File: config.mk
export PLATFORM = sky130hd
export DESIGN_NAME = tmds_encoder_hdmi
export DESIGN_NICKNAME = d
export VERILOG_FILES = /design/src/rtl/tmds_pkg.sv /design/src/rtl/tmds_channel_hdmi.sv /design/src/rtl/tmds_encoder_hdmi.sv
export SDC_FILE = /design/constraint.sdc
export NUM_CORES = 1
export LEC_CHECK = 0
export CORE_ASPECT_RATIO = 0.8
export CORE_MARGIN = 2
export CORE_UTILIZATION = 50
export DETAILED_ROUTE_END_ITERATION = 16
export GPL_TIMING_DRIVEN = 1
export PLACE_DENSITY = 0.74
export SLEW_MARGIN = 20
export SYNTH_ARGS = -nofsm -noshare
export SYNTH_HDL_FRONTEND = slang
export SYNTH_SLANG_ARGS = --single-unit
File: constraint.sdc
create_clock -name clk_pix -period 4.1 [get_ports clk_pix]
set_input_delay 0.615 -clock clk_pix [delete_from_list [all_inputs] [get_ports clk_pix]]
set_output_delay 0.615 -clock clk_pix [all_outputs]
set_load 0.05 [all_outputs]
File: src/rtl/tmds_pkg.sv
// Shared types, symbol tables and helpers for the multi-channel HDMI TMDS encoder.
package tmds_pkg;

    localparam int unsigned SYM_W  = 10;
    localparam int unsigned QM_W   = 9;
    localparam int unsigned BIAS_W = 5;

    typedef enum logic [2:0] {
        MODE_CTRL   = 3'd0,
        MODE_VIDEO  = 3'd1,
        MODE_VID_GB = 3'd2,
        MODE_ISLAND = 3'd3,
        MODE_ISL_GB = 3'd4
    } tmds_mode_e;

    localparam logic [SYM_W-1:0] CTRL_SYM_00 = 10'b1101010100;
    localparam logic [SYM_W-1:0] CTRL_SYM_01 = 10'b0010101011;
    localparam logic [SYM_W-1:0] CTRL_SYM_10 = 10'b0101010100;
    localparam logic [SYM_W-1:0] CTRL_SYM_11 = 10'b1010101011;

    localparam logic [SYM_W-1:0] GB_SYM_EVEN = 10'b1011001100;
    localparam logic [SYM_W-1:0] GB_SYM_ODD  = 10'b0100110011;

    localparam logic [SYM_W-1:0] TERC4_TAB [16] = '{
        10'b1010011100, 10'b1001100011, 10'b1011100100, 10'b1011100010,
        10'b0101110001, 10'b0100011110, 10'b0110001110, 10'b0100111100,
        10'b1011001100, 10'b0100111001, 10'b0110011100, 10'b1011000110,
        10'b1010001110, 10'b1001110001, 10'b0101100011, 10'b1011000011
    };

    // Payload carried from the transition-minimising stage to the DC-balance stage
    typedef struct packed {
        tmds_mode_e               mode;
        logic [QM_W-1:0]          qm;
        logic signed [BIAS_W-1:0] balance;
        logic [1:0]               ctrl;
        logic [3:0]               terc4;
    } tmds_stage_t;

    function automatic tmds_mode_e mode_decode(input logic [2:0] raw);
        case (raw)
            3'd1:    return MODE_VIDEO;
            3'd2:    return MODE_VID_GB;
            3'd3:    return MODE_ISLAND;
            3'd4:    return MODE_ISL_GB;
            default: return MODE_CTRL;
        endcase
    endfunction

    function automatic logic [3:0] ones8(input logic [7:0] v);
        logic [3:0] n;
        n = '0;
        for (int i = 0; i < 8; i++) begin
            n = n + 4'(v[i]);
        end
        return n;
    endfunction

    // XOR/XNOR chain; qm[8] records which one was used (1 = XOR)
    function automatic logic [QM_W-1:0] qm_encode(input logic [7:0] d);
        logic [3:0]      n;
        logic            use_xnor;
        logic [QM_W-1:0] q;
        n        = ones8(d);
        use_xnor = (n > 4'd4) || ((n == 4'd4) && !d[0]);
        q        = '0;
        q[0]     = d[0];
        for (int k = 1; k < 8; k++) begin
            q[k] = use_xnor ? ~(q[k-1] ^ d[k]) : (q[k-1] ^ d[k]);
        end
        q[8] = ~use_xnor;
        return q;
    endfunction

    function automatic logic [SYM_W-1:0] ctrl_sym(input logic [1:0] c);
        case (c)
            2'b00:   return CTRL_SYM_00;
            2'b01:   return CTRL_SYM_01;
            2'b10:   return CTRL_SYM_10;
            default: return CTRL_SYM_11;
        endcase
    endfunction

endpackage

File: src/rtl/tmds_channel_hdmi.sv
// One TMDS lane: transition-minimising stage, optional pipeline register, then
// period-dependent symbol selection with running DC-balance bias.
module tmds_channel_hdmi
    import tmds_pkg::*;
#(
    parameter int unsigned CHAN_IDX = 0,
    parameter int unsigned PIPE     = 1
) (
    input  logic             clk_pix,
    input  logic             rst_pix_n,
    input  logic [2:0]       mode_i,
    input  logic [7:0]       data_i,
    input  logic [1:0]       ctrl_i,
    input  logic [3:0]       terc4_i,
    output logic [SYM_W-1:0] sym_o
);

    localparam tmds_stage_t STAGE_RST = '{
        mode:    MODE_CTRL,
        qm:      '0,
        balance: '0,
        ctrl:    2'b00,
        terc4:   4'h0
    };

    tmds_stage_t              a_d;
    tmds_stage_t              a_q;
    tmds_stage_t              b_in;
    logic [SYM_W-1:0]         sym_d;
    logic [SYM_W-1:0]         sym_q;
    logic signed [BIAS_W-1:0] bias_d;
    logic signed [BIAS_W-1:0] bias_q;

    always_comb begin
        a_d         = STAGE_RST;
        a_d.mode    = mode_decode(mode_i);
        a_d.qm      = qm_encode(data_i);
        a_d.balance = $signed({ones8(a_d.qm[7:0]), 1'b0}) - 5'sd8;
        a_d.ctrl    = ctrl_i;
        a_d.terc4   = terc4_i;
    end

    always_ff @(posedge clk_pix or negedge rst_pix_n) begin
        if (!rst_pix_n) begin
            a_q <= STAGE_RST;
        end else begin
            a_q <= a_d;
        end
    end

    if (PIPE != 0) begin : g_pipe
        tmds_stage_t p_q;

        always_ff @(posedge clk_pix or negedge rst_pix_n) begin
            if (!rst_pix_n) begin
                p_q <= STAGE_RST;
            end else begin
                p_q <= a_q;
            end
        end

        assign b_in = p_q;
    end else begin : g_nopipe
        assign b_in = a_q;
    end

    // Every non-video period leaves bias at zero via the default
    always_comb begin
        sym_d  = CTRL_SYM_00;
        bias_d = '0;
        case (b_in.mode)
            MODE_VIDEO: begin
                if ((bias_q == '0) || (b_in.balance == '0)) begin
                    if (!b_in.qm[8]) begin
                        sym_d  = {2'b10, ~b_in.qm[7:0]};
                        bias_d = bias_q - b_in.balance;
                    end else begin
                        sym_d  = {2'b01, b_in.qm[7:0]};
                        bias_d = bias_q + b_in.balance;
                    end
                end else if (bias_q[BIAS_W-1] == b_in.balance[BIAS_W-1]) begin
                    sym_d  = {1'b1, b_in.qm[8], ~b_in.qm[7:0]};
                    bias_d = bias_q + $signed({3'b000, b_in.qm[8], 1'b0}) - b_in.balance;
                end else begin
                    sym_d  = {1'b0, b_in.qm[8], b_in.qm[7:0]};
                    bias_d = bias_q + b_in.balance - $signed({3'b000, ~b_in.qm[8], 1'b0});
                end
            end
            MODE_VID_GB: sym_d = ((CHAN_IDX % 2) == 0) ? GB_SYM_EVEN : GB_SYM_ODD;
            MODE_ISLAND: sym_d = TERC4_TAB[b_in.terc4];
            MODE_ISL_GB: sym_d = (CHAN_IDX == 0) ? TERC4_TAB[b_in.terc4] : GB_SYM_ODD;
            default:     sym_d = ctrl_sym(b_in.ctrl);
        endcase
    end

    always_ff @(posedge clk_pix or negedge rst_pix_n) begin
        if (!rst_pix_n) begin
            sym_q  <= CTRL_SYM_00;
            bias_q <= '0;
        end else begin
            sym_q  <= sym_d;
            bias_q <= bias_d;
        end
    end

    assign sym_o = sym_q;

endmodule

File: src/rtl/tmds_encoder_hdmi.sv
// HDMI TMDS encoder top: slices the packed buses into CH independent lanes
// that share only the period mode.
module tmds_encoder_hdmi
    import tmds_pkg::*;
#(
    parameter int unsigned CH   = 3,
    parameter int unsigned PIPE = 1
) (
    input  logic                clk_pix,
    input  logic                rst_pix_n,
    input  logic [2:0]          mode,
    input  logic [CH*8-1:0]     data_in,
    input  logic [CH*2-1:0]     ctrl_in,
    input  logic [CH*4-1:0]     terc4_in,
    output logic [CH*SYM_W-1:0] tmds
);

    for (genvar i = 0; i < CH; i++) begin : g_ch
        tmds_channel_hdmi #(
            .CHAN_IDX (i),
            .PIPE     (PIPE)
        ) u_ch (
            .clk_pix   (clk_pix),
            .rst_pix_n (rst_pix_n),
            .mode_i    (mode),
            .data_i    (data_in[i*8 +: 8]),
            .ctrl_i    (ctrl_in[i*2 +: 2]),
            .terc4_i   (terc4_in[i*4 +: 4]),
            .sym_o     (tmds[i*SYM_W +: SYM_W])
        );
    end

endmodule
==> metrics.md, run 1 <==
| Metric | Value |
|---|---|
| Cell count along the critical path | 20 |
| DIE WIDTH | 156 µm |
| Post-Syn Nets | 1004 |
| Failing checks | setup timing |
| Synth top area cells | dfrtp_1, ha_1, fa_1 |
| Die H | 125 µm |
| Setup WS post-layout | -1270 ps |
| Post-synth EDFFs | 0 |
| Asr flop ratio synth | 100% |
| LEAKAGE | 5.29 nW |
| Post-layout nets | 1161 |
| Launch point of the worst reg-to-reg path | g_ch[0].u_ch.b_in[19]$_DFF_PN0_ |
| CTS buffer count | 17 |
| Hpwl dp | 14400 µm |
| Final cycle utilization of the critical path | 131% |
| Die area | 19500 µm² |
| Layout cell share with drive strength beyond 1 | 18.7% |
| Sink Count | 162 |
| R2R Setup Slk | 1430 ps |
| Layout area overhead | 26.1% |
| Largest stage delay on the critical path | 500 ps |
| Post-route cell area | 11600 µm² |
| Buffers & Inverters on Critical Path | 5 |
| Setup crit start | data_in[17] |
| Clock-pin slew on the worst setup and hold paths | 70 ps |
| Core area | 18100 µm² |
| Max-slew violation count | 0 |
| VDD IR-drop max | 0.318 mV |
| Mapped Avg Cell Area | 11.0 µm² |
| DR WL/cell | 15.9 µm |
| Worst min path class | in2async |
| Synth unique cells | 59 |
| CTS root buf | clkbuf_16 |
| Post-synthesis instance area | 9210 µm² |
| Hold Vio Cnt, Final | 0 |
| Fillers | 1381 |
| Maximum root-to-sink buffer count | 2 |
| GR Overflow Total | 0 |
| Status | finished with violations |
| First-pass GRT wire length | 32700 µm |
| Final setup viols | 12 |
| Top-count cell post-synth | dfrtp_1 |
| Initial core utilization | 50.8% |
| Fin util | 64.1% |
| Most frequent cells after synthesis | dfrtp_1, inv_1, ha_1 |
| Yosys warning total | 0 |
| Cell type with the largest total area after synthesis | dfrtp_1 |
| Most Frequent Cell on Critical Path | fa_1 |
| Max-Cap Viols | 0 |
| DRT iter0 DRCs | 415 |
| Power, Total | 8.53 mW |
| Avg Vias per Cell | 5.31 |
| FF+latch count, synth | 162 |
| IO buf count | 76 |
| RD Place Congestion | 0.861 |
| RSZ-0062 raised after global routing | yes |
| CP Data Required Time | 4420 ps |
| Gate Count Post-Synth | 834 |
| Io pins | 77 |
| Ant diodes | 0 |
| Initial antenna violation count | 0 |
| Crit-path leading delay family | adder cells |
| Reg2reg end | g_ch[0].u_ch.bias_q[4]$_DFF_PN0_ |
| Share of Yosys cell area claimed by the top area cell type | 39.9% |
| Detailed Routing Iterations Pass 1 | 5 |
| Critical path type | in2reg |
| Placed standard-cell area | 10700 µm² |
| Vias in the first global route | 6646 |
| Residual DRC | 0 |
| Pwr Density | 734 nW/µm² |
| Ys flop type | dfrtp_1 |
| Maximum clock rate | 186 MHz |
| CTS tree | yes |
| Final wirelength | 19600 µm |
| Crit-path slowest cell | fa_1 |
| # hold bufs at CTS | 0 |
| Startpoint Class | primary input |
| CP endpoint kind | flip-flop |
| Post-synthesis sequential area ratio | 44.2% |
| Skew final | 8.39 ps |
| Final ANT Viol Nets | 0 |
| Row count | 44 |
| Relative slew slack | 44.6% |
| H-tree Lvls | 4 |
| Global Route Usage Sum | 21.3% |
| Clk Latency, worst-skew pair | 440 ps |
| Tmin final | 5370 ps |
| Worst slew pin tran | 831 ps |
| Worst-path cell chain | buf_8 -> ha_4 -> inv_2 -> fa_1 -> fa_1 -> inv_1 -> fa_2 -> fa_1 -> nor3b_2 -> o21ai_1 -> a21oi_2 -> xnor2_2 -> ha_1 -> inv_2 -> fa_1 -> inv_1 -> fa_1 -> fa_2 -> fa_2 -> xnor2_2 |
| Largest net degree at the start of global routing | 94 |
| Cells on worst reg2reg path | 9 |
| Crit path max fanout | 2 |
| Via count | 6556 |
| CP Data Arrival Time | 5690 ps |
[cells in the final DEF, fill, tap and decap left out, drive strengths merged, types with 11 or more instances in the layout]
| cell | Yosys | final |
|---|---|---|
| inv | 100 | 107 |
| clkdlybuf4s50 | 0 | 63 |
| a211oi | 16 | 16 |
| fa | 39 | 39 |
| clkbuf | 20 | 19 |
| ha | 84 | 84 |
| xor2 | 23 | 23 |
| nand2b | 11 | 11 |
| nor2 | 44 | 44 |
| dfrtp | 147 | 147 |
| buf | 2 | 91 |
| o22ai | 19 | 19 |
| a21oi | 51 | 51 |
| xnor2 | 63 | 63 |
| nor2b | 15 | 15 |
| o21ai | 38 | 38 |
| dfstp | 15 | 15 |
| nor3 | 11 | 11 |
| nand2 | 29 | 29 |
[how the worst max path moves through the flow]
stage                                           to
floorplan           g_ch[2].u_ch.a_q[10]$_DFF_PN0_
global placement    g_ch[1].u_ch.a_q[10]$_DFF_PN0_
detailed placement  g_ch[2].u_ch.a_q[10]$_DFF_PN0_
CTS                 g_ch[2].u_ch.a_q[10]$_DFF_PN0_
global route        g_ch[2].u_ch.a_q[10]$_DFF_PN0_
finish              g_ch[2].u_ch.a_q[10]$_DFF_PN0_
[through the flow]
| step | setup TNS, ps | instances | worst slack (ps) | hold WS [ps] |
|---|---|---|---|---|
| 4_1_cts | -13090 | 1231 | -1250 | 285 |
| 3_5_place_dp | -25090 | 1180 | -2170 | 335 |
| 2_1_floorplan | -15850 | 834 | -1560 | 319 |
| 5_1_grt | -14610 | 1234 | -1440 | 319 |
| 3_3_place_gp | -22490 | 1180 | -1980 | 331 |
| 6_report | -12970 | 1234 | -1270 | 247 |
[state kept, by name, summed over array words and instances, names as in the netlist]
| register | count |
|---|---|
| g_ch.u_ch.bias_q | 12 |
| g_ch.u_ch.sym_o | 30 |
| g_ch.u_ch.b_in | 60 |
| g_ch.u_ch.a_q | 60 |
[power by group]
group | internal (mW) | switching [mW]
Clock | 0.952 | 0.694
Combinational | 2.07 | 2.38
Sequential | 2.10 | 0.343
Total | 5.12 | 3.41
[layer usage]
metal  up-vias  global-route usage [%]  part of all wire (%)
li1       3133                       -                     -
met1      3207                    29.3                    45
met2       175                    32.8                    47
met3        41                    4.99                   5.2
met4         0                    8.85                   3.0
met5         -                       0                     0
[timing repair]
item | 4_1_cts | 5_1_grt
pin swaps | 17 | 6
gates resized for setup | 54 | 6
endpoints found under the setup margin | 12 | 12
setup buffers | 19 | 3
[cell families after synthesis]
group           share of synthesized area (%)
fa+ha+maj                                20.0
buf+inv                                  5.03
compound gates                           12.6
flops                                    44.2
xor+xnor                                 8.42
mux                                      1.60
simple gates                             8.10
[layout make-up]
| class | instances | area (µm²) | share of cell area, % |
|---|---|---|---|
| well taps | 230 | 288 | 2.48 |
| inverters | 101 | 379 | 3.26 |
| multi-input cells | 549 | 4850 | 41.8 |
| flip-flops and latches | 162 | 4070 | 35.1 |
| clock buffers | 19 | 453 | 3.90 |
| repair buffers | 160 | 1410 | 12.1 |
| clock inverters | 13 | 165 | 1.42 |
(Power assumes the default switching activity.)
==> inputs of run 2 (changes only) <==
CTS_CLUSTER_SIZE = 20   (was default)
==> results of run 2 <==
Final layout, timing and power as in run 1 (identical DEF).
